File: config.mk
export PLATFORM = sky130hd
export DESIGN_NAME = mem_arbiter
export DESIGN_NICKNAME = d
export VERILOG_FILES = /design/src/rtl/mem_arbiter.sv
export SDC_FILE = /design/constraint.sdc
export NUM_CORES = 1
export LEC_CHECK = 0
export CAP_MARGIN = 30
export CORE_AREA = 2 2 282 284
export CTS_BUF_LIST = sky130_fd_sc_hd__clkbuf_8
export CTS_CLUSTER_DIAMETER = 100
export DETAILED_ROUTE_END_ITERATION = 6
export DIE_AREA = 0 0 284 286
export GPL_ROUTABILITY_DRIVEN = 0
export PLACE_DENSITY = 0.43
export SYNTH_ARGS = -nofsm -noshare
export SYNTH_HDL_FRONTEND = slang
export SYNTH_SLANG_ARGS = --single-unit
File: constraint.sdc
create_clock -name clk -period 1.96 [get_ports clk]
set_input_delay 0.49 -clock clk [delete_from_list [all_inputs] [get_ports clk]]
set_output_delay 0.49 -clock clk [all_outputs]
set_load 0.03 [all_outputs]
File: src/rtl/mem_arbiter.sv
// Purpose : shares one off-chip memory port between the I-cache (read-only) and D-cache (read/write), one transaction at a time.
// Latency : request in IDLE at T -> mem_read/mem_write registered high at T+1; mem_ready forwarded to the owner in the same cycle.
// Backpres: the losing client simply keeps its request held; each grant is followed by a one-cycle DONE gap before re-arbitration.
// Option  : define MEM_ARB_RR_EN for round-robin tie breaking; otherwise the D-cache wins every tie.
module mem_arbiter #(
    parameter int ADDR_W = 28,
    parameter int DATA_W = 128
) (
    input  logic              clk,
    input  logic              proc_reset_n,
    // I-cache side
    input  logic              ic_mem_read,
    input  logic [ADDR_W-1:0] ic_mem_addr,
    output logic [DATA_W-1:0] ic_mem_rdata,
    output logic              ic_mem_ready,
    // D-cache side
    input  logic              dc_mem_read,
    input  logic              dc_mem_write,
    input  logic [ADDR_W-1:0] dc_mem_addr,
    input  logic [DATA_W-1:0] dc_mem_wdata,
    output logic [DATA_W-1:0] dc_mem_rdata,
    output logic              dc_mem_ready,
    // memory side
    output logic              mem_read,
    output logic              mem_write,
    output logic [ADDR_W-1:0] mem_addr,
    output logic [DATA_W-1:0] mem_wdata,
    input  logic [DATA_W-1:0] mem_rdata,
    input  logic              mem_ready
);

    typedef enum logic [1:0] {
        IDLE  = 2'd0,
        GNT_I = 2'd1,
        GNT_D = 2'd2,
        DONE  = 2'd3
    } state_t;

    state_t            state;
    state_t            state_nxt;
    logic              req_i;
    logic              req_d;
    logic              pick_d;
    logic              mem_read_nxt;
    logic              mem_write_nxt;
    logic [ADDR_W-1:0] mem_addr_nxt;
    logic [DATA_W-1:0] mem_wdata_nxt;

    assign req_i = ic_mem_read;
    assign req_d = dc_mem_read | dc_mem_write;

`ifdef MEM_ARB_RR_EN
    // 1 = D-cache was served last; reset value points at the I-cache so D wins the first tie.
    logic rr_last_d;

    assign pick_d = req_d & (~req_i | ~rr_last_d);

    // Record the client that is granted, at the moment the grant is taken.
    always_ff @(posedge clk or negedge proc_reset_n) begin
        if (!proc_reset_n) begin
            rr_last_d <= 1'b0;
        end else if ((state == IDLE) && (req_i || req_d)) begin
            rr_last_d <= pick_d;
        end
    end
`else
    // Fixed priority: the D-cache wins any tie.
    assign pick_d = req_d;
`endif

    // State and memory request registers; reset clears the port immediately.
    always_ff @(posedge clk or negedge proc_reset_n) begin
        if (!proc_reset_n) begin
            state     <= IDLE;
            mem_read  <= 1'b0;
            mem_write <= 1'b0;
            mem_addr  <= '0;
            mem_wdata <= '0;
        end else begin
            state     <= state_nxt;
            mem_read  <= mem_read_nxt;
            mem_write <= mem_write_nxt;
            mem_addr  <= mem_addr_nxt;
            mem_wdata <= mem_wdata_nxt;
        end
    end

    // Next-state and request capture: load from the winner in IDLE, hold through the grant, drop on completion.
    always_comb begin
        state_nxt     = state;
        mem_read_nxt  = mem_read;
        mem_write_nxt = mem_write;
        mem_addr_nxt  = mem_addr;
        mem_wdata_nxt = mem_wdata;
        case (state)
            IDLE: begin
                if (req_i || req_d) begin
                    if (pick_d) begin
                        state_nxt     = GNT_D;
                        // a write-back takes precedence over a read raised in the same cycle
                        mem_write_nxt = dc_mem_write;
                        mem_read_nxt  = dc_mem_read & ~dc_mem_write;
                        mem_addr_nxt  = dc_mem_addr;
                        mem_wdata_nxt = dc_mem_wdata;
                    end else begin
                        state_nxt     = GNT_I;
                        mem_read_nxt  = 1'b1;
                        mem_write_nxt = 1'b0;
                        mem_addr_nxt  = ic_mem_addr;
                        mem_wdata_nxt = '0;
                    end
                end
            end
            GNT_I, GNT_D: begin
                if (mem_ready) begin
                    state_nxt     = DONE;
                    mem_read_nxt  = 1'b0;
                    mem_write_nxt = 1'b0;
                end
            end
            DONE: begin
                // the served cache may still show its request this cycle; never re-arbitrate here
                state_nxt = IDLE;
            end
            default: begin
                state_nxt = IDLE;
            end
        endcase
    end

    // Read data is broadcast; only the completion strobe is steered to the owner.
    assign ic_mem_rdata = mem_rdata;
    assign dc_mem_rdata = mem_rdata;
    assign ic_mem_ready = (state == GNT_I) & mem_ready;
    assign dc_mem_ready = (state == GNT_D) & mem_ready;

endmodule
==> summary.md <==
| Metric | Value |
|---|---|
| Worst hold slack | `between 0.4 and 0.5 ns` |
| CTS buffer count | `17` |
| RSZ-0062 raised after global routing | `true` |
| Final Max Slew Viols | `0` |
| Average size of a mapped cell | `~12 um2` |
| Drt wl/cell | `approximately 15 um` |
| Die H | `between 200 and 300 um` |
| First-pass GRT wire length | `between 40000 and 50000 um` |
| Clock Skew | `approximately 0.014 ns` |
| Tightest Hold Check Type | `flop to flop` |
| Setup TNS | `0 ns` |
| Dpl cells | `about 1900` |
| Router iterations before antenna repair | `4` |
| Non-Filler Instances | `~1900` |
| Finish-stage setup viols | `0` |
| Vias in the first global route | `roughly 6000` |
| Final wirelength | `28400 um` |
| GRT Overall Usage | `6.98%` |
| Initial Util | `10.3%` |
| Period utilization | `a little over nine tenths` |
| Sequential fraction of the synthesis area | `between 40% and 50%` |
| CP endpoint kind | `primary output` |
| Hpwl dp | `between 20000 and 25000 um` |
| Commonest non-fill, non-tap cell in the layout | `clkdlybuf4s50_1` |
| Relative slew slack | `about three fifths` |
| CP required | `1.47 ns` |
| Fin nets | `roughly 1100` |
| Max FO, Critical Path | `3` |
| Via count | `between 5000 and 6000` |
| Critical Path AT | `1.44 ns` |
| Clk buf depth | `2` |
| Slew @ Worst Pin | `slightly below 0.6 ns` |
| Area leader, netlist | `dfrtp_1` |
| Clock-pin slew on the worst setup and hold paths | `around 0.10 ns` |
| Critical Path Source Type | `flop` |
| Min-delay src | `mem_addr[27]$_DFFE_PN0P_` |
| MaxCap Viol Count | `0` |
| Core ar. | `roughly 0.08 mm2` |
| PortBufs | `roughly 350` |
| Worst setup path class | `flop to primary output` |
| Fin util | `between 10% and 20%` |
| Synth top area share | `between 40% and 50%` |
| Fin worst setup slack | `around 0.025 ns` |
| Launch point of the worst reg-to-reg path | `state[1]$_DFFE_PN0P_` |
| Synth Cell Area | `approximately 0.0081 mm2` |
| Final hold vios | `0` |
| Grt ovf | `0` |
| Via-to-Cell Ratio | `about 3` |
| Clk_lat worst skew | `roughly 0.53 ns` |
| CP Launch Point | `state[1]$_DFFE_PN0P_` |
| Drt initial violations | `between 150 and 200` |
| Clock root buffer | `clkbuf_8` |
| Area delta synth->final | `43.7%` |
| Worst vdd ir | `a little over 0.0007 V` |
| Max Clock Freq | `0.517 GHz` |
| Yosys cell types | `23` |
| Flops & latches, synth | `160` |
| Synth top area cells | `dfrtp_1 49%, buf_4 25%, a22o_1 14%, mux2i_1 4.0%, o21ai_0 1.7%` |
| CTS tree | `yes` |
| Die area | `~0.08 mm2` |
| Pwr Density | `1550 mW/mm2` |
| Ratio of cells with drive above 1 in the final layout | `between 10% and 20%` |
| Routed Antenna Nets | `0` |
| Initial antenna violation count | `6` |
| Status | `finished, final reports clean` |
| Syn. warnings | `0` |
| DRC viols | `0` |
| Die width | `~280 um` |
| Pre-CTS worst setup slack | `-0.176 ns` |
| I/O pin cnt | `approximately 730` |
| H-tree depth | `4` |
| Largest net degree at the start of global routing | `53` |
| Row cnt | `around 100` |
| Synthesized instance count | `691` |
| CTS Sinks | `160` |
| Leakage | `0.00512 uW` |
| Syn_nets | `slightly above 1000` |
| Most frequent cells in the layout | `188 x clkdlybuf4s50_1, 160 x dfrtp_1, 148 x dlygate4sd2_1` |
| Period minus WS final | `a little under 2 ns` |
[logic make-up (layout without fill, tap and decap cells)]
group / after synthesis / in the layout / share of synthesized area [%]
AO/OA/AOI/OAI: 163 / 163 / 16.5
AND/OR/NAND/NOR: 33 / 33 / 1.72
flip-flops: 160 / 160 / 49.4
other: 0 / 1 / 0
buffers and inverters: 298 / 443 / 27.7
adder cells (fa/ha/maj): 4 / 4 / 0.618
multiplexers: 33 / 33 / 4.09
[cell usage after synthesis]
cell type,n
a21oi_1,1
a22o_1,128
a32o_1,1
a32oi_1,1
and2_1,2
buf_2,7
buf_4,272
buf_6,12
clkbuf_1,2
clkbuf_2,1
dfrtp_1,160
ha_1,4
inv_1,4
mux2_2,1
mux2i_1,32
nand2_1,28
nor2_1,1
nor2_4,1
nor2b_1,1
o21ai_0,28
o21ba_2,1
o2bb2ai_1,2
o31ai_4,1
[routing by layer]
metal | track usage (%) | share of wire (%) | up-vias
met3 | 4.70 | 14 | 117
met2 | 10.4 | 44 | 388
met5 | 0 | 0.12 | -
li1 | - | - | 2413
met1 | 7.03 | 36 | 2576
met4 | 4.84 | 5.5 | 6
[flip-flops by register name (all words and copies together), names as in the netlist]
signal,count
mem_wdata,128
mem_addr,28
state,2
mem_read,1
mem_write,1
[final timing paths]
kind	endpoint	slack, ns	depth (start not counted)
max in group asynchronous	mem_wdata[9]$_DFFE_PN0P_	0.86	3
max	ic_mem_ready	0.03	4
min	mem_addr[27]$_DFFE_PN0P_	0.48	2
min in group asynchronous	mem_wdata[75]$_DFFE_PN0P_	0.50	2
max reg2reg	mem_wdata[39]$_DFFE_PN0P_	0.20	7
min reg2reg	mem_addr[27]$_DFFE_PN0P_	0.48	2
[critical path, cell delays in order (launching register included)]
cell and delay (ns):
dfrtp_1 0.40, inv_2 0.05, ha_1 0.17, and2_4 0.14
buf_12 0.14
[area by class of cell]
type	instances	area (um2)
inverters	4	15.0
fillers	8924	66700
multi-input cells	233	1870
clock inverters	13	198
diodes	1	2.50
repair buffers	407	3980
well taps	1050	1310
flip-flops and latches	160	4000
clock buffers	19	262
[through the flow]
| stage | cell area, um2 | total power (uW) |
|---|---|---|
| final | 11600 | 18100 |
| after global routing | 11600 | 19300 |
| after CTS | 11600 | 18600 |
| after detailed placement | 11300 | 16400 |
| after global placement | 11300 | 16300 |
| after floorplan | 8100 | 12400 |
[timing repair]
item | 4_1_cts | 5_1_grt
hold endpoints to repair | 41 | 0
hold buffers | 1 | 0
setup endpoints to repair | 158 | 9
pin swaps | 0 | 0
cloned | 0 | 0
buffers inserted | 2 | 0
resized for setup | 168 | 5
[power by group]
group	switching, uW	internal [uW]
Clock	1490	1490
Combinational	5590	3900
Sequential	806	4800
Total	7890	10200
Power figures use the tool's default switching activity.
